## src/rtl/toy_pkg.sv

```systemverilog
// ----------------------------------------------------------------------------
// toy_pkg: shared definitions for the toy accumulator CPU.
//   - state_t     : one-hot control FSM encoding (bit i == debug line s<i>)
//   - OP_*        : opcode constants
//   - is_two_byte : true for opcodes that carry an immediate byte
// ----------------------------------------------------------------------------
package toy_pkg;

    typedef enum logic [5:0] {
        S_IDLE     = 6'b000001,
        S_FETCH    = 6'b000010,
        S_DECODE   = 6'b000100,
        S_OPERAND  = 6'b001000,
        S_EXECUTE  = 6'b010000,
        S_COMPLETE = 6'b100000
    } state_t;

    localparam logic [7:0] OP_LDI  = 8'h01;
    localparam logic [7:0] OP_ADDI = 8'h02;
    localparam logic [7:0] OP_OUT  = 8'h04;
    localparam logic [7:0] OP_ANDI = 8'h08;
    localparam logic [7:0] OP_SUBI = 8'h10;
    localparam logic [7:0] OP_ORI  = 8'h20;

    function automatic logic is_two_byte(input logic [7:0] opcode);
        case (opcode)
            OP_LDI, OP_ADDI, OP_ANDI, OP_SUBI, OP_ORI: is_two_byte = 1'b1;
            default:                                   is_two_byte = 1'b0;
        endcase
    endfunction

endpackage

```

## src/rtl/toy_cpu_if.sv

```systemverilog
// ----------------------------------------------------------------------------
// toy_cpu_if: byte-wide memory bus between the CPU and its memory/stimulus.
//   addr   : memory address              (master -> slave)
//   d_out  : write data, mirrors ACC     (master -> slave)
//   mem_en : bus cycle active            (master -> slave)
//   rorw   : 1 = read, 0 = write         (master -> slave)
//   d_in   : read data                   (slave  -> master)
// ----------------------------------------------------------------------------
interface toy_cpu_if;
    logic [7:0] addr;
    logic [7:0] d_out;
    logic [7:0] d_in;
    logic       mem_en;
    logic       rorw;

    modport master (output addr, d_out, mem_en, rorw, input  d_in);
    modport slave  (input  addr, d_out, mem_en, rorw, output d_in);
endinterface

```

## src/rtl/toy_alu.sv

```systemverilog
// ----------------------------------------------------------------------------
// toy_alu: combinational 8-bit ALU for the immediate-operand instructions.
//   op : opcode (IR)   a : accumulator   b : immediate operand
//   y  : new accumulator value; non-ALU opcodes pass a through unchanged.
// ----------------------------------------------------------------------------
module toy_alu
    import toy_pkg::*;
(
    input  logic [7:0] op,
    input  logic [7:0] a,
    input  logic [7:0] b,
    output logic [7:0] y
);

    always_comb begin
        // NOTE: y gets a default before the case so no path leaves it unassigned (no latch).
        y = a;
        case (op)
            OP_LDI:  y = b;
            OP_ADDI: y = a + b;
            OP_ANDI: y = a & b;
            OP_SUBI: y = a - b;
            OP_ORI:  y = a | b;
            default: y = a;
        endcase
    end

endmodule

```

## src/rtl/toy_cpu.sv

```systemverilog
// ----------------------------------------------------------------------------
// toy_cpu: minimal 8-bit accumulator processor.
//   clk     : system clock, rising edge
//   reset   : synchronous, active-high; abandons any instruction in flight
//   bus     : toy_cpu_if master (addr, d_out, mem_en, rorw out; d_in in)
//   s0..s5  : one-hot FSM state for debug/LEDs
// Instruction flow: S1 fetch opcode, S2 decode (PC+1), optional S3 read
// immediate and S4 execute (PC+1, ACC update), S5 complete (OUT write).
// All outputs derive from registers only; d_in feeds registers exclusively.
// ----------------------------------------------------------------------------
module toy_cpu
    import toy_pkg::*;
#(
    parameter logic [7:0] OUT_ADDR = 8'hFF,
    parameter logic [7:0] RESET_PC = 8'h00
) (
    input  logic       clk,
    input  logic       reset,
    toy_cpu_if.master  bus,
    output logic       s0,
    output logic       s1,
    output logic       s2,
    output logic       s3,
    output logic       s4,
    output logic       s5
);

    state_t     state, state_next;
    logic [7:0] pc, ir, acc, operand;
    logic [7:0] alu_y;
    logic [7:0] addr;
    logic       mem_en, rorw;

    toy_alu u_alu (
        .op (ir),
        .a  (acc),
        .b  (operand),
        .y  (alu_y)
    );

    // State register
    always_ff @(posedge clk) begin
        // NOTE: sequential state uses non-blocking (<=) so every register samples pre-edge values.
        if (reset) state <= S_IDLE;
        else       state <= state_next;
    end

    // Datapath registers; each is written only in the state that owns it.
    always_ff @(posedge clk) begin
        if (reset) begin
            pc      <= RESET_PC;
            ir      <= 8'h00;
            acc     <= 8'h00;
            operand <= 8'h00;
        end else begin
            case (state)
                S_FETCH:   ir      <= bus.d_in;
                S_DECODE:  pc      <= pc + 8'd1;
                S_OPERAND: operand <= bus.d_in;
                S_EXECUTE: begin
                    pc  <= pc + 8'd1;
                    acc <= alu_y;
                end
                default: ;
            endcase
        end
    end

    // Next-state and bus decode
    always_comb begin
        state_next = state;
        addr       = pc;
        mem_en     = 1'b0;
        rorw       = 1'b1;
        case (state)
            S_IDLE:     state_next = S_FETCH;
            S_FETCH: begin
                mem_en     = 1'b1;
                state_next = S_DECODE;
            end
            S_DECODE:   state_next = is_two_byte(ir) ? S_OPERAND : S_COMPLETE;
            S_OPERAND: begin
                mem_en     = 1'b1;
                state_next = S_EXECUTE;
            end
            S_EXECUTE:  state_next = S_COMPLETE;
            S_COMPLETE: begin
                if (ir == OP_OUT) begin
                    addr   = OUT_ADDR;
                    mem_en = 1'b1;
                    rorw   = 1'b0;
                end
                state_next = S_FETCH;
            end
            // Unreachable encodings recover through IDLE.
            default:    state_next = S_IDLE;
        endcase
    end

    assign bus.addr   = addr;
    assign bus.mem_en = mem_en;
    assign bus.rorw   = rorw;
    assign bus.d_out  = acc;

    assign {s5, s4, s3, s2, s1, s0} = state;

endmodule

```

## src/flat_wrapper.sv

```systemverilog
// flat-port wrapper written by rule: the top's interface ports become plain ports
module toy_cpu_flat import toy_pkg::*;
#(
    parameter logic [7:0] OUT_ADDR = 8'hFF,
    parameter logic [7:0] RESET_PC = 8'h00
)
  (clk, reset, s0, s1, s2, s3, s4, s5, bus_addr, bus_d_out, bus_mem_en, bus_rorw, bus_d_in);
  toy_cpu_if bus_i ();
  input  logic clk;
  input  logic reset;
  output logic s0;
  output logic s1;
  output logic s2;
  output logic s3;
  output logic s4;
  output logic s5;
  output wire logic [$bits(bus_i.addr)-1:0] bus_addr;
  output wire logic [$bits(bus_i.d_out)-1:0] bus_d_out;
  output wire logic [$bits(bus_i.mem_en)-1:0] bus_mem_en;
  output wire logic [$bits(bus_i.rorw)-1:0] bus_rorw;
  input wire logic [$bits(bus_i.d_in)-1:0] bus_d_in;
  assign bus_addr = bus_i.addr;
  assign bus_d_out = bus_i.d_out;
  assign bus_mem_en = bus_i.mem_en;
  assign bus_rorw = bus_i.rorw;
  assign bus_i.d_in = bus_d_in;
  toy_cpu #(.OUT_ADDR(OUT_ADDR), .RESET_PC(RESET_PC)) u_core (.clk(clk), .reset(reset), .bus(bus_i), .s0(s0), .s1(s1), .s2(s2), .s3(s3), .s4(s4), .s5(s5));
endmodule
```

## config.mk

```make
export PLATFORM = sky130hd
export DESIGN_NAME = toy_cpu_flat
export DESIGN_NICKNAME = d
export VERILOG_FILES = /design/src/rtl/toy_pkg.sv /design/src/rtl/toy_cpu_if.sv /design/src/rtl/toy_alu.sv /design/src/rtl/toy_cpu.sv /design/src/flat_wrapper.sv
export SDC_FILE = /design/constraint.sdc
export NUM_CORES = 1
export LEC_CHECK = 0
export ABC_AREA = 1
export CORE_ASPECT_RATIO = 1.2
export CORE_MARGIN = 2
export CORE_UTILIZATION = 59
export CTS_BUF_LIST = sky130_fd_sc_hd__clkbuf_16
export DETAILED_ROUTE_END_ITERATION = 8
export MAX_ROUTING_LAYER = met4
export PLACE_DENSITY = 0.85
export SYNTH_ARGS = -nofsm -noshare
export SYNTH_HDL_FRONTEND = slang
export SYNTH_SLANG_ARGS = --single-unit
```

## constraint.sdc

```tcl
create_clock -name clk -period 3.6 [get_ports clk]
set_clock_uncertainty 0.1 [all_clocks]
set_input_delay 0.54 -clock clk [delete_from_list [all_inputs] [get_ports clk]]
set_output_delay 0.54 -clock clk [all_outputs]
set_load 0.005 [all_outputs]
```

==> qor.yml <==
synth:
  syn_inst: 352
  yosysSeqAreaShare_pct: 32.00
  netlist_top_cells_area: "dfxtp_1 (32%), nand2_1 (10%), a21oi_1 (8.0%)"
  synth_top_area_share_pct: 32.00
  avgSynthCellArea_um2: 6.754
  yosys.area.top_type: "dfxtp_1"
  synth.distinct_cells: 32
  syn-num-nets: 374
  synth-seq-cells: 38
  synth.cell_area_mm2: 0.002377
  yosys_warnings: 0
grt:
  grt_max_degree: 27
  grt_use_total_pct: 28.64
  grt_antenna_before_repair: 0
  first_global_vias: 2235
  grt_pass1_wl_mm: 9.494
  grt_overflow_total: 0
timing:
  setup_viol: 0
  max_slew_margin_pct: 56.87
  finalCriticalPeriod_ns: 2.834
  clock.fmax_mhz: 352.9
  min_period_over_period_pct: 78.72
  rsz0062_at_grt: "false"
  fin_ws_ns: 0.7662
  setup_tns_ns: 0
  drv_slew: 0
  worstMarginPinSlew_ns: 0.6462
  finalHoldViolCount: 0
finish:
  final_layout_size_suffix_gt1_share_pct: 9.744
  diodes: 0
  n_fill_cell: 296
  final_cell_mix: "nand2_1 (65), inv_1 (49), a21oi_1 (38), dfxtp_1 (38), clkdlybuf4s50_1 (33)"
  area_growth_pct: 24.53
  layout.nets: 411
  final_common_cell: "nand2_1"
clock_tree:
  clockRootBuffer: "clkbuf_16"
  clk-insertion-delay-late_ns: 0.28
  cts_made_buffers: 5
  cts.clk_slew.worst_paths_ns: 0.06
  hold_buffers: 0
  htree_levels: 2
  cts.sinks: 38
  clock_path_buffers: 2
  cts_resized: 0
  cts_tree: "yes"
  post_cts_buffers: 0
critical_path:
  path_buf_inv: 2
  cp.required_ns: 2.96
  cpMostUsedCell: "nand2_1"
  crit_arrival_ns: 2.19
  crit_fanout: 18
  end_kind: "output port"
  critPathKind: "flip-flop to output port"
  slowest_stage: "nand4_1"
  crit_family: "simple AND/OR/NAND/NOR gates"
  path_cells: "nor2_1 > nand4_1 > nand2_1 > inv_1 > nand2_1 > clkdlybuf4s50_1"
  crit_path_start_kind: "flip-flop"
  slowest_delay_ns: 0.51
floorplan:
  die_y_um: 73.54
  initial_core_util_pct: 60.80
  ios: 34
  core_area_mm2: 0.003910
  rows: 25
  dieWidth_um: 61.95
  dieArea_mm2: 0.004555
job:
  cap_violations: 0
hold_path:
  hold_class: "flip-flop to flip-flop"
detailed_routing:
  routed-via-count: 2380
  vias_per_cell: 5.360
  drt-total-wl_mm: 5.938
  ant_nets: 0
  wire_per_inst_um: 13.37
  drtIter0Drc: 126
  drc: 0
  dr.pass1.iters: 5
pwr:
  p_per_area_mw_per_mm2: 402.0
  p_leak_nw: 1.319
  vdd_drop_max_mv: 0.3682
placement:
  gp_congestion: 0.8661
  hpwl_mm: 4.415
  port_buffers: 33
  pre_cts_slack_ns: 1.100
run_status:
  status: "complete, no violations"
==> cells in the mapped netlist, drive strengths merged <==
| cell type | instances |
|---|---|
| a211oi | 1 |
| a21oi | 41 |
| and2 | 1 |
| clkbuf | 5 |
| clkinv | 1 |
| dfxtp | 38 |
| fa | 1 |
| ha | 11 |
| inv | 54 |
| nand2 | 69 |
| nand3 | 33 |
| nand3b | 2 |
| nand4 | 3 |
| nor2 | 38 |
| nor3 | 4 |
| nor3b | 1 |
| nor4 | 2 |
| o21ai | 38 |
| or2 | 3 |
| xor2 | 6 |
==> worst min-delay path, cell delays in order (launching register included) <==
cell,delay (ns)
dfxtp_1,0.34
inv_1,0.06
a21oi_1,0.05
==> kinds of logic (layout without fill, tap and decap cells) <==
logic type | after synthesis | after routing | synth area share, %
and+or+nand+nor | 156 | 156 | 31.26
AOI/OAI and AO/OA | 80 | 80 | 18.21
buffers and inverters | 60 | 98 | 9.685
DFF | 38 | 38 | 32.00
adders and majority gates | 12 | 12 | 6.632
xor gates and xnor gates | 6 | 6 | 2.211
==> flip-flops by register name, summed over array words and instances, names as in the netlist <==
signal,count
u_core.bus.d_out,8
u_core.ir,8
u_core.operand,8
u_core.pc,8
u_core.state,6
==> through the flow <==
stage | hold slack [ns] | area (µm²) | power (mW) | instances | util, %
4_1_cts | 0.3947 | 2960 | 1.187 | 444 | 75.71
5_1_grt | 0.4248 | 2960 | 1.221 | 444 | 75.71
3_5_place_dp | 0.3862 | 2771 | 0.6290 | 436 | 70.88
2_1_floorplan | 0.3504 | 2377 | 0.5738 | 352 | -
6_report | 0.3957 | 2960 | 1.190 | 444 | 75.71
3_3_place_gp | 0.3637 | 2771 | 0.6254 | 436 | 70.88
==> power by group <==
| part | switching, mW | internal (mW) | total [mW] |
|---|---|---|---|
| clock | 0.171 | 0.394 | 0.566 |
| sequential | 0.0119 | 0.434 | 0.446 |
| combinational | 0.117 | 0.0619 | 0.179 |
==> path summary, 6_finish.rpt <==
| kind | from | end | slack [ns] | cells after the start |
|---|---|---|---|---|
| worst max register to register | u_core.ir[0] | u_core.bus.d_out[4] | 1.09 | 14 |
| worst max-delay path | u_core.state[5] | bus_mem_en | 0.77 | 6 |
| worst min-delay path | u_core.ir[3] | u_core.ir[3] | 0.40 | 2 |
| worst min register to register | u_core.ir[3] | u_core.ir[3] | 0.40 | 2 |
==> final cells by class <==
type	count	area [µm²]	share of cell area [%]
well taps	54	67.56	2.282
inverters	55	211.5	7.143
flip-flops and latches	38	760.7	25.70
multi-input cells	254	1386	46.83
repair buffers	35	345.3	11.67
clock buffers	5	125.1	4.227
clock inverters	3	63.81	2.156
==> per-layer routing <==
layer,vias up,GRT usage [%],part of all wire (%)
met3,17,4.577,4.2
li1,1220,-,-
met2,68,52.55,53
met4,0,11.82,2.7
met5,-,-,0
met1,1075,28.77,40
Note: power is estimated with default switching activity, not from simulation.
